**src/rtl/io_uart_pkg.sv**
```systemverilog
// Shared types and bit positions for the IO64/IO65 UART transmitter.
// Frame shape constants and the IO65 status word packer.
package io_uart_pkg;

  typedef enum logic [1:0] {
    IDLE,
    START,
    DATA,
    STOP
  } tx_state_e;

  localparam int IO64_DATA_LSB = 0;
  localparam int IO64_REQ_BIT  = 8;
  localparam int IO65_ACK_BIT  = 0;
  localparam int IO65_BUSY_BIT = 1;

  localparam int UART_DATA_BITS = 8;
  localparam int UART_STOP_BITS = 1;
  localparam int BAUD_W         = 16;

  function automatic logic [15:0] io65_pack(
    input logic ack,
    input logic busy
  );
    logic [15:0] w;
    w = '0;
    w[IO65_ACK_BIT]  = ack;
    w[IO65_BUSY_BIT] = busy;
    return w;
  endfunction

endpackage

```
**src/rtl/uart_baud_cnt.sv**
```systemverilog
// Bit-period counter for the UART transmitter.
// tick marks the last cycle of each CLK_DIV-cycle bit period.
module uart_baud_cnt
  import io_uart_pkg::*;
#(
  parameter int CLK_DIV = 434
) (
  input  logic CLK,
  input  logic RESET_N,
  input  logic clear,
  output logic tick
);

  localparam logic [BAUD_W-1:0] LAST = BAUD_W'(CLK_DIV - 1);

  logic [BAUD_W-1:0] cnt_q;

  // Count 0..CLK_DIV-1, wrap on each bit boundary, hold at 0 when cleared.
  always_ff @(posedge CLK) begin
    if (!RESET_N || clear) begin
      cnt_q <= '0;
    end else if (cnt_q == LAST) begin
      cnt_q <= '0;
    end else begin
      cnt_q <= cnt_q + 1'b1;
    end
  end

  assign tick = !clear && (cnt_q == LAST);

endmodule

```
**src/rtl/io64_uart_tx.sv**
```systemverilog
// IO64-driven 8N1 UART transmitter with toggle REQ/ACK handshake.
// Status (ACK, BUSY) is returned on the IO65 word.
module io64_uart_tx
  import io_uart_pkg::*;
#(
  parameter int CLK_DIV = 434
) (
  input  logic        CLK,
  input  logic        RESET_N,
  input  logic [15:0] IO64_WORD,
  output logic [15:0] IO65_WORD,
  output logic        TXD
);

  tx_state_e state_q, state_d;
  logic [7:0]  shift_q, shift_d;
  logic [2:0]  bit_q, bit_d;
  logic        req_q, req_d;
  logic        ack_q, ack_d;
  logic        txd_q, txd_d;
  logic [15:0] io65_q;
  logic        tick;
  logic        io64_req;
  logic [7:0]  io64_data;
  logic        unused_hi;

  assign io64_req  = IO64_WORD[IO64_REQ_BIT];
  assign io64_data = IO64_WORD[IO64_DATA_LSB +: UART_DATA_BITS];
  assign unused_hi = ^IO64_WORD[15:9];

  uart_baud_cnt #(
    .CLK_DIV(CLK_DIV)
  ) u_baud (
    .CLK    (CLK),
    .RESET_N(RESET_N),
    .clear  (state_q == IDLE),
    .tick   (tick)
  );

  // Next-state, shift register and handshake logic.
  always_comb begin
    state_d = state_q;
    shift_d = shift_q;
    bit_d   = bit_q;
    req_d   = req_q;
    ack_d   = ack_q;
    unique case (state_q)
      IDLE: begin
        if (io64_req != req_q) begin
          shift_d = io64_data;
          req_d   = io64_req;
          bit_d   = '0;
          state_d = START;
        end
      end
      START: begin
        if (tick) begin
          bit_d   = '0;
          state_d = DATA;
        end
      end
      DATA: begin
        if (tick) begin
          shift_d = {1'b0, shift_q[7:1]};
          bit_d   = bit_q + 3'd1;
          if (bit_q == 3'(UART_DATA_BITS - 1)) begin
            state_d = STOP;
          end
        end
      end
      STOP: begin
        if (tick) begin
          ack_d   = req_q;
          state_d = IDLE;
        end
      end
      default: state_d = IDLE;
    endcase
  end

  // Line level for the upcoming cycle, from the next state.
  always_comb begin
    txd_d = 1'b1;
    unique case (1'b1)
      (state_d == START): txd_d = 1'b0;
      (state_d == DATA):  txd_d = shift_d[0];
      default:            txd_d = 1'b1;
    endcase
  end

  // State, datapath and registered outputs.
  always_ff @(posedge CLK) begin
    if (!RESET_N) begin
      state_q <= IDLE;
      shift_q <= '0;
      bit_q   <= '0;
      req_q   <= 1'b0;
      ack_q   <= 1'b0;
      txd_q   <= 1'b1;
      io65_q  <= '0;
    end else begin
      state_q <= state_d;
      shift_q <= shift_d;
      bit_q   <= bit_d;
      req_q   <= req_d;
      ack_q   <= ack_d;
      txd_q   <= txd_d;
      io65_q  <= io65_pack(ack_d, state_d != IDLE);
    end
  end

  assign TXD       = txd_q;
  assign IO65_WORD = io65_q;

endmodule
```
**config.mk**
```make
export PLATFORM = sky130hd
export DESIGN_NAME = io64_uart_tx
export DESIGN_NICKNAME = d
export VERILOG_FILES = /design/src/rtl/io_uart_pkg.sv /design/src/rtl/uart_baud_cnt.sv /design/src/rtl/io64_uart_tx.sv
export SDC_FILE = /design/constraint.sdc
export NUM_CORES = 1
export LEC_CHECK = 0
export CORE_UTILIZATION = 46
export DETAILED_ROUTE_END_ITERATION = 10
export PLACE_DENSITY_LB_ADDON = 0.25
export SYNTH_ARGS = -nofsm -noshare
export SYNTH_HDL_FRONTEND = slang
export SYNTH_HIERARCHICAL = 1
export SYNTH_SLANG_ARGS = --single-unit
```
**constraint.sdc**
```tcl
create_clock -name CLK -period 2.15 [get_ports CLK]
set_clock_uncertainty 0.2 [all_clocks]
set_input_delay 0.43 -clock CLK [delete_from_list [all_inputs] [get_ports CLK]]
set_output_delay 0.43 -clock CLK [all_outputs]
set_load 0.01 [all_outputs]
```
======== After elaboration in Yosys (flattened, before gate mapping) ========
Index checks and enable logic that the tools add are counted.
storage, ports and cells
  bits of input ports ..................... 18
  output and inout bits ................... 17
  logic and storage cells ................. 51
  register bits after elaboration ......... 48
cells by class
  add/sub/neg operators ................... 2
  multiplexer cells ....................... 16
  reductions and logical operators ........ 12
  equality and inequality tests ........... 11
operators with widths
  operator               count
  $add 16x1->16 const B  1
  $eq 16x9->1 const B    1
  $mux 8                 2
  $pmux 8 s2             1
  $mux 2                 5
  $mux 3                 3
  $pmux 3 s3             1
  $pmux 2 s4             1
  $eq 2x2->1 const B     3
  $ne 2x2->1 const B     3
  $eq 2x1->1 const B     2
  $reduce_and 4->1       1
  $reduce_bool 2->1      2
  $add 3x1->3 const B    1
  $eq 3x3->1 const B     1
  $reduce_and 3->1       1
  $reduce_bool 3->1      1
  $logic_not 1->1        2
  $logic_not 2->1        1
  $mux 1                 2
  $pmux 1 s2             1
  $reduce_and 2->1       1
  $reduce_or 2->1        1
  $logic_and 1x1->1      1
  other kinds (2)        2

======== Logic depth before layout (Yosys ltp) ========
  depth in word-level cells ............... 7
  depth in mapped cells ................... 13
  gate-level depth less buffers ........... 12

======== Cells and area by module ========
The synthesis kept the hierarchy.
by module, submodules not included
  module         sequential area each (um^2)  cells an instance  times used  area each (um^2)
  io64_uart_tx   340.3                        101                1           932.1
  uart_baud_cnt  320.3                        83                 1           805.8

======== Worst setup path before layout ========
OpenSTA, ideal clock, no wires.
  path kind ............................... register -> register
  from .................................... reg u_baud.cnt_q[0]
  to ...................................... reg txd_q, in the netlist TXD
  setup time .............................. 0.130 ns
  arrival time ............................ 1.925 ns
  path buffers ............................ 0
  clock period less this slack ............ 2.254 ns
  path slack .............................. -0.104 ns
  cell stages (with the launch flop) ...... 12
  data required time ...................... 1.820 ns
  cells stage by stage .................... dfxtp_1 -> ha_1 -> nor3b_1 -> nand4_1 -> nor2_1 -> nand3_1 -> o21ai_0 -> o21ai_0 -> ha_1 -> nand2_1 -> a21oi_1 -> a31oi_1
between the ends
  cells in the longest elaborated chain, start to end .. 6
  elaborated cells on any way between the ends .. 11
  classes of those cells .................. eq/ne: 3; mux: 7; reduce/logical: 1
RTL lines
  item                                             RTL line                                                    text
  start: declaration                               uart_baud_cnt.sv:16                                         logic [BAUD_W-1:0] cnt_q;
  start signal: assignment                         uart_baud_cnt.sv:25                                         cnt_q <= cnt_q + 1'b1;
  $eq 16x9->1 (*)                                  uart_baud_cnt.sv:29                                         assign tick = !clear && (cnt_q == LAST);
  $logic_and 1x1->1 (*)                            uart_baud_cnt.sv:29
  via tick                                         io64_uart_tx.sv:22                                          logic tick;
  $mux 2, on equally long branches                 io64_uart_tx.sv:72, io64_uart_tx.sv:57, io64_uart_tx.sv:63
  $pmux 2 s4                                       io64_uart_tx.sv:47                                          unique case (state_q)
  $eq 2x2->1 / $eq 2x1->1 (equally long branches)  io64_uart_tx.sv:86, io64_uart_tx.sv:85
  $pmux 1 s2 (*)                                   io64_uart_tx.sv:84                                          unique case (1'b1)
  end signal: assignment                           io64_uart_tx.sv:107                                         txd_q <= txd_d;
  end: declaration                                 io64_uart_tx.sv:20                                          logic txd_q, txd_d;
Mark *: on every way through the listed nets, which the timed path passes. The rest lies on a longest branch. The select of a mux whose other input is x is not followed.
A chain may end at the register's enable or synchronous reset.

======== Worst setup path in the final report ========
  from .................................... reg u_baud.cnt_q[6]
  to ...................................... reg txd_q, in the netlist TXD
Same word-level chain as after synthesis.

==> reports/results.tsv <==
metric	value	unit
gp_congestion	0.765	
violations	setup timing	
peakVddDrop	0.000458	V
yosysWarningCount	6	
cts-hold-fix-buffers	0	
cp_max_fo	3	
clockBufferDepth	2	
synth-edff-count	0	
syn-instance-count	184	
start_util	50.1	%
cp-end-kind	register	
track_usage	20.4	%
reg2reg_to	TXD	
netlist_area	1740	µm²
synth_area_leaders	dfxtp_1 38%, buf_4 6.5%, xnor2_1 5.5%	
worstSetupStartpoint	u_baud/cnt_q[6]	
grt_pass1_vias	1466	
critPathKind	reg -> reg	
layout_commonest_cell	buf_4	
dr.first_iter.drc_count	104	
finalSetupViolCount	7	
hpwl	2480	µm
fmax	0.440	GHz
required	2.12	ns
rr_startpoint	u_baud/cnt_q[6]	
grt_pass1_wl	6270	µm
coreArea	3470	µm²
clk-insertion-delay-late	0.29	ns
async_reset_ff_share	0	%
syn2layout_area_growth	33.0	%
first_pass_iters	4	
worstPathArrival	2.24	ns
clk_pin_slew	0.07	ns
grt_max_degree	17	
crit_end	TXD	
r2r_slack	-0.12	ns
drive_gt1_share	33.9	%
power_leakage	0.927	nW
worstHoldPathType	reg -> reg	
avgSynthCellArea	9.45	µm²
ys_seq_area_share	38.0	%
min_period	2.27	ns
root_buffer	clkbuf_8	
cts_max_level	2	
die_w	63.5	µm
antenna_found_initial	0	
start_kind	register	
drc_errors	0	
outcome	complete, but fails checks	
ys_types	43	
slew_viol_final	0	
yosys.area.top_type	dfxtp_1	
hold_viol_final	0	
vias_per_cell	5.23	
cts_tree	yes	
preCtsSetupSlack	-0.159	ns
p_per_area	630	nW/µm²
antenna_cells	0	
num_rows	21	
reg2reg_depth	10	
finalNetCount	259	
fin_area	2310	µm²
synth.top_cell.area_share	38.0	%
fp.dieH	63.5	µm
final_cell_mix	38 x buf_4, 29 x dfxtp_1, 18 x nor2_1	
dieArea	4030	µm²
placed_cell_area	2020	µm²
drv_cap	0	
cts_buffers	5	
post-route-period-util	106	%
finalPower	1.46	mW
ios	35	
routed_wl	3790	µm
port_buffers	13	
cts_sinks	33	
drt.antenna.violating_nets	0	
grt_overflow	0	
fin_ws	-0.125	ns
ys_seq_elements	33	
wire_per_inst	13.5	µm
num_vias	1474	
ys_dominant_reg_cell	dfxtp_1	
rsz0062_at_grt	true	
==> critical path, stage by stage (launching register included) <==
cell     delay [ns]
dfxtp_4        0.36
nor4b_4        0.28
nand4_1        0.22
nor2_4         0.19
buf_6          0.12
nand2_4        0.06
xor2_2         0.19
ha_1           0.29
nand2_2        0.06
a21oi_2        0.10
a31oi_1        0.10
==> cells in the mapped netlist (all sizes together) (2+ instances only) <==
library cell and n:
a21oi 10, a31oi 2, a32o 2, a32oi 6, buf 20, clkbuf 2
dfxtp 33, ha 6, inv 6, nand2 10, nand3 8, nand3b 2
nand4 6, nor2 23, nor3 5, nor4 5, o211ai 8, o21ai 2
xnor2 11, xor2 7
==> sequential cells by signal, indices dropped and copies added (netlist names) <==
| signal | count |
|---|---|
| IO65_WORD | 2 |
| TXD | 1 |
| bit_q | 3 |
| req_q | 1 |
| shift_q | 8 |
| state_q | 2 |
| u_baud/cnt_q | 16 |
==> what timing repair did <==
action	4_1_cts	5_1_grt
pin swaps	7	13
endpoints found under the setup margin	1	13
resized for setup	10	14
gates cloned	0	0
setup buffers	8	4
==> power breakdown <==
| group | switching (mW) | internal [mW] | total [mW] |
|---|---|---|---|
| clock | 0.231 | 0.378 | 0.608 |
| combinational | 0.0993 | 0.0968 | 0.196 |
| sequential | 0.0180 | 0.634 | 0.652 |
==> layout make-up <==
| cell class | instances | area [µm²] |
|---|---|---|
| clock buffer | 7 | 86.3 |
| inverter | 6 | 22.5 |
| sequential | 33 | 668 |
| fill | 281 | 1160 |
| timing repair buffer | 53 | 438 |
| multi-input combinational | 136 | 1010 |
| clock inverter | 1 | 30.0 |
| tap | 46 | 57.6 |
==> layer usage <==
layer  track usage, %  vias to the layer above  wire length (µm)
li1                 -                      726                 -
met1             21.4                      693              1640
met2             34.7                       45              1860
met3             7.07                       10               217
met4             12.5                        0                76
met5                0                        -                 0
==> cells by family (layout without fill, tap and decap cells) <==
family / count (synthesis) / after routing / synth area share, %
muxes: 1 / 1 / 0.576
DFF: 33 / 33 / 38.0
other: 1 / 14 / 0.216
AOI/OAI and AO/OA: 32 / 32 / 12.9
buffers and inverters: 28 / 67 / 11.1
xor gates and xnor gates: 18 / 18 / 9.50
adders and majority gates: 6 / 6 / 4.32
and+or+nand+nor: 65 / 65 / 23.4
==> stage by stage <==
step                      instances  utilization, %  hold WS [ns]  setup TNS, ns
final                           282            66.7         0.293         -0.222
after floorplan                 197               -         0.233              0
after global routing            282            66.7         0.321          -1.59
after global placement          262            58.2         0.278         -0.118
after CTS                       278            64.4         0.294        -0.0163
after detailed placement        262            58.2         0.284         -0.159
==> how the worst min path moves through the flow <==
stage,from,endpoint,slack (ns),cells after the start
floorplan,u_baud/cnt_q[0],u_baud/cnt_q[0],0.23,1
global placement,shift_q[5],shift_q[5],0.28,2
detailed placement,shift_q[4],shift_q[4],0.28,2
CTS,shift_q[4],shift_q[4],0.29,2
global route,shift_q[4],shift_q[4],0.32,2
finish,shift_q[7],shift_q[7],0.29,2
No activity file was read; power rests on OpenSTA's default activity.
